`src/rtl/flash_byte_streamer_pkg.sv`:
```
// Shared definitions for the flash byte streamer: state encoding, SPI widths, byte select helper.
// Latency: n/a (types and constants only).
// Backpressure: n/a.
package flash_byte_streamer_pkg;

   localparam int SPI_ADDR_W = 24;
   localparam int SPI_WORD_W = 32;

   // Controller states, kept as plain constants so legacy tools can read the encoding.
   localparam logic [2:0] ST_BOOT       = 3'd0;
   localparam logic [2:0] ST_IDLE       = 3'd1;
   localparam logic [2:0] ST_ISSUE      = 3'd2;
   localparam logic [2:0] ST_WAIT       = 3'd3;
   localparam logic [2:0] ST_DRAIN_ONLY = 3'd4;
   localparam logic [2:0] ST_FLUSH      = 3'd5;

   typedef logic [SPI_ADDR_W-1:0] spi_addr_t;
   typedef logic [SPI_WORD_W-1:0] spi_word_t;

   // Byte idx of a flash word; idx 0 is the byte at the lowest flash address (MSB lane).
   function automatic logic [7:0] word_byte(input spi_word_t w, input logic [1:0] idx);
      logic [7:0] b;
      case (idx)
         2'd0:    b = w[31:24];
         2'd1:    b = w[23:16];
         2'd2:    b = w[15:8];
         default: b = w[7:0];
      endcase
      return b;
   endfunction

endpackage

```
`src/rtl/flash_byte_streamer_if.sv`:
```
// Bundle of request, byte-stream and spi_master handshake signals around the streamer.
// Latency: n/a (wires only).
// Backpressure: out_ready/out_valid on the byte stream, req_valid/req_ready on requests.
// Modports: master = streamer view, slave = consumer/spi_master/environment view.
interface flash_byte_streamer_if #(
   parameter int LEN_W = 16
);
   import flash_byte_streamer_pkg::*;

   logic             req_valid;
   logic             req_ready;
   spi_addr_t        req_addr;
   logic [LEN_W-1:0] req_len;
   logic             abort;
   logic             out_valid;
   logic             out_ready;
   logic [7:0]       out_data;
   logic             out_last;
   logic             done;
   logic             busy;
   logic             spi_addr_buffer_free;
   logic             spi_addr_en;
   spi_addr_t        spi_addr_data;
   logic             spi_rd_data_available;
   spi_word_t        spi_rd_data;
   logic             spi_rd_ack;

   modport master (
      input  req_valid, req_addr, req_len, abort, out_ready,
             spi_addr_buffer_free, spi_rd_data_available, spi_rd_data,
      output req_ready, out_valid, out_data, out_last, done, busy,
             spi_addr_en, spi_addr_data, spi_rd_ack
   );

   modport slave (
      output req_valid, req_addr, req_len, abort, out_ready,
             spi_addr_buffer_free, spi_rd_data_available, spi_rd_data,
      input  req_ready, out_valid, out_data, out_last, done, busy,
             spi_addr_en, spi_addr_data, spi_rd_ack
   );

endinterface

```
`src/rtl/flash_word_unpacker.sv`:
```
// One-word buffer that serialises a 32-bit flash word into bytes, lowest address first.
// Latency: load -> out_valid_o next cycle; one byte per cycle while out_ready_i is high.
// Backpressure: holds the word while out_ready_i is low; free_o says a load may land this cycle.
// Ports: clear_i drops the word, load_i/load_dat_i write it, last_i marks the final request
//        byte, pop_o flags an accepted byte, out_* is the byte stream.
module flash_word_unpacker
   import flash_byte_streamer_pkg::*;
(
   input  logic       clk,
   input  logic       reset_n,
   input  logic       clear_i,
   input  logic       load_i,
   input  spi_word_t  load_dat_i,
   input  logic       last_i,
   input  logic       out_ready_i,
   output logic       out_valid_o,
   output logic [7:0] out_data_o,
   output logic       out_last_o,
   output logic       pop_o,
   output logic       free_o
);

   logic      full_q, full_d;
   spi_word_t word_q, word_d;
   logic [1:0] idx_q, idx_d;
   logic      empty_now;

   assign pop_o     = full_q & out_ready_i;
   // The word is finished after its fourth byte or after the last byte of the request;
   // any lanes beyond the request length are simply dropped.
   assign empty_now = pop_o & ((idx_q == 2'd3) | last_i);
   // A load may land in the same cycle the old word finishes, so the stream has no bubble.
   assign free_o    = ~full_q | empty_now;

   assign out_valid_o = full_q;
   assign out_data_o  = word_byte(word_q, idx_q);
   assign out_last_o  = full_q & last_i;

   always_comb begin
      full_d = full_q;
      word_d = word_q;
      idx_d  = idx_q;
      if (clear_i) begin
         full_d = 1'b0;
         idx_d  = 2'd0;
      end else if (load_i) begin
         full_d = 1'b1;
         word_d = load_dat_i;
         idx_d  = 2'd0;
      end else if (empty_now) begin
         full_d = 1'b0;
         idx_d  = 2'd0;
      end else if (pop_o) begin
         idx_d  = idx_q + 2'd1;
      end
   end

   always_ff @(posedge clk or negedge reset_n) begin
      if (!reset_n) begin
         full_q <= 1'b0;
         word_q <= '0;
         idx_q  <= 2'd0;
      end else begin
         full_q <= full_d;
         word_q <= word_d;
         idx_q  <= idx_d;
      end
   end

endmodule

```
`src/rtl/flash_byte_streamer.sv`:
```
// Turns (address, length) read requests into spi_master word reads and a byte stream.
// Latency: accept -> spi_addr_en >= 2 cycles; rd_data_available -> out_valid 1 cycle.
// Backpressure: a full word buffer holds off rd_ack, so at most one word waits in spi_master.
// Ports: clk, reset_n (async, active low); bus carries request, byte stream, done/busy/abort
//        and the spi_master addr_en/addr_data/rd_ack handshake.
module flash_byte_streamer
   import flash_byte_streamer_pkg::*;
#(
   parameter logic [31:0] STARTUP_CYCLES = 32'h1000000,
   parameter int          LEN_W          = 16
) (
   input logic                   clk,
   input logic                   reset_n,
   flash_byte_streamer_if.master bus
);

   logic [2:0]       state_q, state_d;
   logic [31:0]      boot_cnt_q, boot_cnt_d;
   spi_addr_t        cur_addr_q, cur_addr_d;
   logic [LEN_W-1:0] bytes_left_q, bytes_left_d;
   logic [LEN_W-2:0] words_left_q, words_left_d;
   logic             done_q, done_d;
   logic             addr_en_q, addr_en_d;
   spi_addr_t        addr_data_q, addr_data_d;
   logic             rd_ack_q, rd_ack_d;

   logic             buf_free;
   logic             pop;
   logic             capture;
   logic             clear;
   logic [LEN_W-2:0] words_req;

   // ceil(req_len / 4)
   assign words_req = (LEN_W-1)'(bus.req_len[LEN_W-1:2]) + (LEN_W-1)'(|bus.req_len[1:0]);

   assign capture = (state_q == ST_WAIT) & bus.spi_rd_data_available & buf_free & ~bus.abort;
   assign clear   = bus.abort & ((state_q == ST_ISSUE) | (state_q == ST_WAIT) |
                                 (state_q == ST_DRAIN_ONLY));

   flash_word_unpacker u_unpacker (
      .clk         (clk),
      .reset_n     (reset_n),
      .clear_i     (clear),
      .load_i      (capture),
      .load_dat_i  (bus.spi_rd_data),
      .last_i      (bytes_left_q == LEN_W'(1)),
      .out_ready_i (bus.out_ready),
      .out_valid_o (bus.out_valid),
      .out_data_o  (bus.out_data),
      .out_last_o  (bus.out_last),
      .pop_o       (pop),
      .free_o      (buf_free)
   );

   always_comb begin
      state_d      = state_q;
      boot_cnt_d   = boot_cnt_q;
      cur_addr_d   = cur_addr_q;
      bytes_left_d = bytes_left_q;
      words_left_d = words_left_q;
      done_d       = 1'b0;
      addr_en_d    = 1'b0;
      addr_data_d  = addr_data_q;
      rd_ack_d     = 1'b0;

      // Byte drain runs alongside the SPI side of the controller.
      if (pop) begin
         bytes_left_d = bytes_left_q - LEN_W'(1);
      end

      case (state_q)
         ST_BOOT: begin
            if (boot_cnt_q == STARTUP_CYCLES - 32'd1) begin
               state_d = ST_IDLE;
            end else begin
               boot_cnt_d = boot_cnt_q + 32'd1;
            end
         end
         ST_IDLE: begin
            if (bus.req_valid) begin
               cur_addr_d   = bus.req_addr;
               bytes_left_d = bus.req_len;
               words_left_d = words_req;
               if (bus.req_len == '0) begin
                  done_d = 1'b1;
               end else begin
                  state_d = ST_ISSUE;
               end
            end
         end
         ST_ISSUE: begin
            if (bus.abort) begin
               bytes_left_d = '0;
               done_d       = 1'b1;
               state_d      = ST_IDLE;
            end else if (bus.spi_addr_buffer_free) begin
               addr_en_d   = 1'b1;
               addr_data_d = cur_addr_q;
               state_d     = ST_WAIT;
            end
         end
         ST_WAIT: begin
            if (bus.abort) begin
               // A read is in flight; it must still be collected and acknowledged.
               bytes_left_d = '0;
               state_d      = ST_FLUSH;
            end else if (capture) begin
               rd_ack_d     = 1'b1;
               cur_addr_d   = cur_addr_q + SPI_ADDR_W'(4);
               words_left_d = words_left_q - (LEN_W-1)'(1);
               state_d      = (words_left_q != (LEN_W-1)'(1)) ? ST_ISSUE : ST_DRAIN_ONLY;
            end
         end
         ST_DRAIN_ONLY: begin
            if (bus.abort) begin
               bytes_left_d = '0;
               done_d       = 1'b1;
               state_d      = ST_IDLE;
            end else if (bytes_left_q == '0) begin
               done_d  = 1'b1;
               state_d = ST_IDLE;
            end
         end
         ST_FLUSH: begin
            if (bus.spi_rd_data_available) begin
               rd_ack_d = 1'b1;
               done_d   = 1'b1;
               state_d  = ST_IDLE;
            end
         end
         default: begin
            state_d = ST_IDLE;
         end
      endcase
   end

   always_ff @(posedge clk or negedge reset_n) begin
      if (!reset_n) begin
         state_q      <= ST_BOOT;
         boot_cnt_q   <= '0;
         cur_addr_q   <= '0;
         bytes_left_q <= '0;
         words_left_q <= '0;
         done_q       <= 1'b0;
         addr_en_q    <= 1'b0;
         addr_data_q  <= '0;
         rd_ack_q     <= 1'b0;
      end else begin
         state_q      <= state_d;
         boot_cnt_q   <= boot_cnt_d;
         cur_addr_q   <= cur_addr_d;
         bytes_left_q <= bytes_left_d;
         words_left_q <= words_left_d;
         done_q       <= done_d;
         addr_en_q    <= addr_en_d;
         addr_data_q  <= addr_data_d;
         rd_ack_q     <= rd_ack_d;
      end
   end

   assign bus.req_ready     = (state_q == ST_IDLE);
   // busy spans acceptance through the done cycle.
   assign bus.busy          = ((state_q != ST_BOOT) & (state_q != ST_IDLE)) | done_q;
   assign bus.done          = done_q;
   assign bus.spi_addr_en   = addr_en_q;
   assign bus.spi_addr_data = addr_data_q;
   assign bus.spi_rd_ack    = rd_ack_q;

endmodule

```
`src/flat_wrapper.sv`:
```
// flat-port wrapper written by rule: the top's interface ports become plain ports
module flash_byte_streamer_flat import flash_byte_streamer_pkg::*;
#(
   parameter logic [31:0] STARTUP_CYCLES = 32'h1000000,
   parameter int          LEN_W          = 16
)
  (clk, reset_n, bus_req_valid, bus_req_addr, bus_req_len, bus_abort, bus_out_ready, bus_spi_addr_buffer_free, bus_spi_rd_data_available, bus_spi_rd_data, bus_req_ready, bus_out_valid, bus_out_data, bus_out_last, bus_done, bus_busy, bus_spi_addr_en, bus_spi_addr_data, bus_spi_rd_ack);
  flash_byte_streamer_if #(.LEN_W(LEN_W)) bus_i ();
  input logic clk;
  input logic reset_n;
  input wire logic [$bits(bus_i.req_valid)-1:0] bus_req_valid;
  input wire logic [$bits(bus_i.req_addr)-1:0] bus_req_addr;
  input wire logic [$bits(bus_i.req_len)-1:0] bus_req_len;
  input wire logic [$bits(bus_i.abort)-1:0] bus_abort;
  input wire logic [$bits(bus_i.out_ready)-1:0] bus_out_ready;
  input wire logic [$bits(bus_i.spi_addr_buffer_free)-1:0] bus_spi_addr_buffer_free;
  input wire logic [$bits(bus_i.spi_rd_data_available)-1:0] bus_spi_rd_data_available;
  input wire logic [$bits(bus_i.spi_rd_data)-1:0] bus_spi_rd_data;
  output wire logic [$bits(bus_i.req_ready)-1:0] bus_req_ready;
  output wire logic [$bits(bus_i.out_valid)-1:0] bus_out_valid;
  output wire logic [$bits(bus_i.out_data)-1:0] bus_out_data;
  output wire logic [$bits(bus_i.out_last)-1:0] bus_out_last;
  output wire logic [$bits(bus_i.done)-1:0] bus_done;
  output wire logic [$bits(bus_i.busy)-1:0] bus_busy;
  output wire logic [$bits(bus_i.spi_addr_en)-1:0] bus_spi_addr_en;
  output wire logic [$bits(bus_i.spi_addr_data)-1:0] bus_spi_addr_data;
  output wire logic [$bits(bus_i.spi_rd_ack)-1:0] bus_spi_rd_ack;
  assign bus_i.req_valid = bus_req_valid;
  assign bus_i.req_addr = bus_req_addr;
  assign bus_i.req_len = bus_req_len;
  assign bus_i.abort = bus_abort;
  assign bus_i.out_ready = bus_out_ready;
  assign bus_i.spi_addr_buffer_free = bus_spi_addr_buffer_free;
  assign bus_i.spi_rd_data_available = bus_spi_rd_data_available;
  assign bus_i.spi_rd_data = bus_spi_rd_data;
  assign bus_req_ready = bus_i.req_ready;
  assign bus_out_valid = bus_i.out_valid;
  assign bus_out_data = bus_i.out_data;
  assign bus_out_last = bus_i.out_last;
  assign bus_done = bus_i.done;
  assign bus_busy = bus_i.busy;
  assign bus_spi_addr_en = bus_i.spi_addr_en;
  assign bus_spi_addr_data = bus_i.spi_addr_data;
  assign bus_spi_rd_ack = bus_i.spi_rd_ack;
  flash_byte_streamer #(.STARTUP_CYCLES(STARTUP_CYCLES), .LEN_W(LEN_W)) u_core (.clk(clk), .reset_n(reset_n), .bus(bus_i));
endmodule
```
`config.mk`:
```
export PLATFORM = sky130hd
export DESIGN_NAME = flash_byte_streamer_flat
export DESIGN_NICKNAME = d
export VERILOG_FILES = /design/src/rtl/flash_byte_streamer_pkg.sv /design/src/rtl/flash_byte_streamer_if.sv /design/src/rtl/flash_word_unpacker.sv /design/src/rtl/flash_byte_streamer.sv /design/src/flat_wrapper.sv
export SDC_FILE = /design/constraint.sdc
export NUM_CORES = 1
export LEC_CHECK = 0
export ABC_CLOCK_PERIOD_IN_PS = 2070
export CAP_MARGIN = 20
export CORE_MARGIN = 4
export CORE_UTILIZATION = 50
export CTS_CLUSTER_SIZE = 10
export DETAILED_ROUTE_END_ITERATION = 7
export PLACE_DENSITY = 0.77
export SYNTH_ARGS = -nofsm -noshare
export SYNTH_HDL_FRONTEND = slang
export SYNTH_SLANG_ARGS = --single-unit
export TNS_END_PERCENT = 20
```
`constraint.sdc`:
```
create_clock -name clk -period 2.07 [get_ports clk]
set_clock_uncertainty 0.05 [all_clocks]
set_input_delay 0.207 -clock clk [delete_from_list [all_inputs] [get_ports clk]]
set_output_delay 0.207 -clock clk [all_outputs]
set_load 0.1 [all_outputs]
```
== Word-level counts from Yosys, hierarchy flattened ==
Index checks and enable logic that the tools add are counted.
W data, S select, Z words.

* Register bits after elaboration: 152
* Output and inout port bits: 39

* Add/subtract/negate cells: 6
* Eq/ne operators: 21
* Muxes and demuxes: 45
* Bitwise gates (word level): 17
* Reduce and logical (&&, ||, !) cells: 15

{| class="wikitable"
|+ Operators by type and width
! kind !! count
|-
| $mux W24 || 3
|-
| $mux W16 || 3
|-
| $pmux W24 S2 || 1
|-
| $mux W15 || 3
|-
| $mux W3 || 11
|-
| $add A32 B1 Y32 const B || 1
|-
| $eq A32 B24 Y1 const B || 1
|-
| $logic_not A16 Y1 || 2
|-
| $pmux W16 S2 || 1
|-
| $pmux W15 S2 || 1
|-
| $add A24 B3 Y24 const B || 1
|-
| $pmux W8 S3 || 1
|-
| $pmux W3 S6 || 1
|-
| $eq A16 B1 Y1 const B || 1
|-
| $sub A16 B1 Y16 const B || 1
|-
| $add A14 B1 Y15 || 1
|-
| $ne A15 B1 Y1 const B || 1
|-
| $sub A15 B1 Y15 const B || 1
|-
| $mux W1 || 14
|-
| $and A1 B1 Y1 || 8
|-
| $mux W2 || 4
|-
| $ne A2 B2 Y1 const B || 4
|-
| $reduce_and A7 Y1 || 1
|-
| $eq A3 B2 Y1 const B || 2
|-
| 23 further kinds || 36
|}

== Depth between registers and ports, before layout ==
* Depth in word-level cells: 9
* Gate-level depth with buffers: 8
* Gate-level depth less buffers: 8

== Modules after synthesis ==
From an unflattened synthesis, not the netlist that was laid out.

* Cell total of the unflattened synthesis: 840
* Area, all modules: 8157.8 µm²

{| class="wikitable"
|+ Modules (own cells, without submodules)
! module !! instances !! cells an instance !! area each (µm²) !! sequential area each (µm²)
|-
| flash_byte_streamer || 1 || 719 || 6357.3 || 2927.8
|-
| flash_word_unpacker || 1 || 121 || 1800.5 || 875.8
|}

== Worst setup path after synthesis ==
No wires, ideal clock.

* Kind: reg2reg
* Start: register u_core.state_q[2]
* End: register u_core.cur_addr_q[13]
* Setup time: 0.127 ns
* Arrival: 4.199 ns
* Required time: 1.893 ns
* Slack: -2.305 ns
* Cell stages (with the launch flop): 7
* Clock period less this slack: 4.375 ns
* Cell sequence: dfrtp_1 > clkbuf_1 > nor3b_1 > nand2_1 > o21ai_1 > buf_2 > o2bb2a_1

* Elaborated cells on any way between the ends: 11
* Those cells by class: eq/ne: 5; mux: 1; bitwise: 3; reduce/logical: 2

{| class="wikitable"
|+ RTL lines
! item !! RTL line !! RTL
|-
| start, declared || flash_byte_streamer.sv:17 || <nowiki>logic [2:0] state_q, state_d;</nowiki>
|-
| start signal, assigned || flash_byte_streamer.sv:149 || <nowiki>state_q <= state_d;</nowiki>
|-
| $eq A3 B1 Y1 * || -- ||
|-
| net bus_req_ready || flat_wrapper.sv:19 || <nowiki>output wire logic [$bits(bus_i.req_ready)-1:0] bus_req_ready;</nowiki>
|-
| $ne A2 B2 Y1 (no line) / $reduce_bool A2 Y1 (equally long branches) || -- ||
|-
| $reduce_and A4 Y1 (no line) || -- ||
|-
| end signal, assigned || flash_byte_streamer.sv:151 || <nowiki>cur_addr_q <= cur_addr_d;</nowiki>
|-
| end, declared || flash_byte_streamer.sv:19 || <nowiki>spi_addr_t cur_addr_q, cur_addr_d;</nowiki>
|}

Mark *: on every way through the listed nets, which the timed path passes. The rest lies on a longest branch.
A chain may end at the register's enable or synchronous reset.

== Final worst setup path ==
* Start: register u_core.u_unpacker.idx_q[0]
* End: output bus_out_data[5]

* Word-level cells in the longest chain between the ends: 2
* Elaborated cells on any way between the ends: 4
* Those cells by class: eq/ne: 2; mux: 1; reduce/logical: 1

{| class="wikitable"
|+ RTL lines
! item !! RTL line !! RTL
|-
| start, declared || flash_word_unpacker.sv:25 || <nowiki>logic [1:0] idx_q, idx_d;</nowiki>
|-
| start signal, assigned || flash_word_unpacker.sv:66 || <nowiki>idx_q <= idx_d;</nowiki>
|-
| $eq A2 B2 Y1 (tied with other cells) || flash_byte_streamer_pkg.sv:23 || <nowiki>case (idx)</nowiki>
|-
| $pmux W8 S3 * || flash_byte_streamer_pkg.sv:23 ||
|-
| end, declared || flat_wrapper.sv:21 || <nowiki>output wire logic [$bits(bus_i.out_data)-1:0] bus_out_data;</nowiki>
|}

Every way passes the cells marked *; elsewhere a longest branch is shown, timed or not.

==> reports/qor.txt <==
Status -> finished, violations left
Failing checks -> negative setup slack
Largest net degree at the start of global routing -> 60
I/O pin cnt -> 118
Max_cap viols -> 0
R2r startpoint -> u_core.state_q[2]
Die Wd -> 134.4 um
GPL Wtd Cong -> 0.8628
Initial core utilization -> 51.79%
Path depth of the worst reg2reg path -> 5
Count of cell types in the netlist -> 70
Worst slew pin tran -> 0.5682 ns
CTS tree -> done
Syn_nets -> 908
Post-synthesis register bit count -> 152
Critical path launch point type -> flop
Via count -> 7129
Longest Clk Path Bufs -> 2
Clk slew on worst S/H paths -> 0.06 ns
Post-DP HPWL -> 15460 um
Number of routed nets with antenna violations -> 0
Post-synthesis cell count -> 816
Worst endpoint required time -> 1.81 ns
Die height -> 134.4 um
First-pass DRT Iterations -> 5
Final period util -> 110.9%
Avg Synthesized Cell Area -> 9.792 um2
RSZ-0062 raised after global routing -> yes
DRC violation count after routing -> 0
Port Buffers -> 117
Power per standard cell area -> 1668 nW/um2
Pleak -> 0.004802 uW
Worst ir drop on vdd -> 1.374 mV
First-pass GRT wire length -> 35290 um
Finished layout cell area -> 11360 um2
Crit. End Element -> output port
Critical Path, Cell by Cell -> buf_6, inv_6, ha_4, a222oi_1, mux2i_4, buf_12
Number of global-route vias before repair -> 7141
Arrival time worst endpoint -> 2.04 ns
GR Util All Layers -> 24.28%
Drt wl/cell -> 17.77 um
Area post-placement -> 10360 um2
Drt via density -> 5.712
Final core utilization -> 73.66%
Worst-Skew Late Latency -> 0.43 ns
Prevailing post-synth register cell -> dfrtp_1
Post-route worst setup slack -> -0.2257 ns
WS Path Type -> reg -> out
Fmax -> 0.4356 GHz
CP max FO -> 8
Power Total -> 18960 uW
Nets -> 1116
R2R setup slack -> -0.06 ns
Slew Limit Headroom -> 61.77%
Sequential area share after synthesis -> 47.60%
Core area -> 15430 um2
CP max-delay cell -> a222oi_1
Syn. warnings -> 0
Die Area -> 18070 um2
CP max stage delay -> 0.53 ns
Final wirelength -> 22180 um
Num rows -> 45
Clock H-tree levels -> 4
Top delay family on crit path -> compound AO/OA/AOI/OAI gates
Final Hold Viols -> 0
Min Tclk post-route -> 2.296 ns
Critical path buffers and inverters -> 3
Initial drt markers -> 537
Gr ovfl total -> 0
Max-slew violation count -> 0
R2r endpoint -> u_core.boot_cnt_q[24]
Number of synthesized flops with an enable pin -> 0
Final hold slack -> 0.2569 ns
Ys async rst share -> 100.0%
Mapped cell area -> 7990 um2
CTS Root Cell -> clkbuf_16
Hold Crit Class -> in -> async
Count of final setup violators -> 31
Share of layout cells above drive strength 1 -> 30.95%
Sink Count -> 152
Initial antenna violation count -> 0
Pre-CTS setup slack -> -0.2006 ns
Area growth syn-to-layout -> 42.22%
Num CTS Buffers -> 17
Antenna cell count -> 0
-- Yosys cell counts (all sizes together) (10+ instances only) --
library cell | n | area share, %
a21oi | 47 | 2.9
o21ai | 58 | 3.6
clkbuf | 30 | 1.4
mux2 | 45 | 6.3
xnor2 | 33 | 3.6
nand4 | 21 | 1.6
xor2 | 25 | 2.7
nor4 | 18 | 1.7
nor3 | 26 | 1.6
dfrtp | 152 | 48
ha | 13 | 2.0
nand3 | 28 | 1.8
inv | 29 | 1.4
nand2 | 93 | 4.4
and3 | 10 | 0.80
nor2 | 49 | 2.3
-- cell usage in the layout (no fill, tap or decap), types with 27 or more instances in the layout --
master           netlist  routed
dfrtp_1              152     149
buf_4                  0     120
nand2_1               93      92
clkdlybuf4s50_1        0      77
nor2_1                48      43
mux2_2                45      42
xnor2_1               33      33
a21oi_1               47      31
o21ai_0               57      31
inv_1                 29      27
-- stage by stage --
step	setup TNS, ns	instances
2_1_floorplan	-21.97	816
3_3_place_gp	-1.036	1203
3_5_place_dp	-2.527	1203
4_1_cts	-2.009	1243
5_1_grt	-4.801	1248
6_report	-1.929	1248
-- routing by layer --
metal  track usage (%)  vias to the layer above  share of wire (%)
met1             31.86                     3436                 42
met3             5.476                       34                6.8
met5                 0                        -                  0
met4             7.636                        0                1.6
met2             40.31                      284                 50
li1                  -                     3375                  -
-- cell families after synthesis --
group	Yosys count	share of synthesized area, %
buffers and inverters	67	3.335
flip-flops	152	47.60
AND/OR/NAND/NOR	292	18.88
XOR/XNOR	58	6.358
AO/OA/AOI/OAI	180	14.31
adder cells (fa/ha/maj)	13	2.036
multiplexers	54	7.470
-- what timing repair did --
action / in CTS / in global routing
pin swaps: 13 / 17
setup endpoints to repair: 48 / 98
cloned: 0 / 1
hold buffers: 1 / 0
endpoints found under the hold margin: 53 / 0
gates resized for setup: 27 / 49
setup buffers: 7 / 4
-- area by class of cell --
cell class | instances | area [um2]
Multi-Input combinational cell | 597 | 4385
Fill cell | 1112 | 4064
Clock inverter | 14 | 138.9
Clock buffer | 18 | 439.2
Tap cell | 211 | 264.0
Inverter | 29 | 118.9
Sequential cell | 152 | 3807
Timing Repair Buffer | 227 | 2210
-- state kept, by name, summed over array words and instances, names as in the netlist --
register / flops
u_core.boot_cnt_q: 32
u_core.u_unpacker.word_q: 32
u_core.bus.spi_addr_data: 24
u_core.cur_addr_q: 24
u_core.bytes_left_q: 16
u_core.words_left_q: 15
u_core.state_q: 3
u_core.u_unpacker.idx_q: 2
u_core.bus.done: 1
u_core.bus.spi_addr_en: 1
u_core.bus.spi_rd_ack: 1
u_core.u_unpacker.out_valid_o: 1
-- worst max-delay path by stage --
stage	slack [ns]	depth (start not counted)	startpoint	end
6_report	-0.23	6	u_core.u_unpacker.idx_q[0]	bus_out_data[5]
5_1_grt	-0.31	6	u_core.u_unpacker.idx_q[0]	bus_out_data[5]
4_1_cts	-0.25	6	u_core.u_unpacker.idx_q[1]	bus_out_data[5]
3_5_place_dp	-0.20	8	bus_req_len[1]	u_core.words_left_q[14]
3_3_place_gp	-0.16	9	bus_req_len[1]	u_core.words_left_q[8]
2_1_floorplan	-0.36	7	u_core.state_q[1]	u_core.cur_addr_q[15]
-- report_power, final --
group	switching, uW	leakage, uW	internal [uW]
registers	923	0.00190	4130
clock network	1300	0.000282	1710
logic	6620	0.00262	4270
total	8840	0.00480	10100
Note: power is estimated with default switching activity, not from simulation.
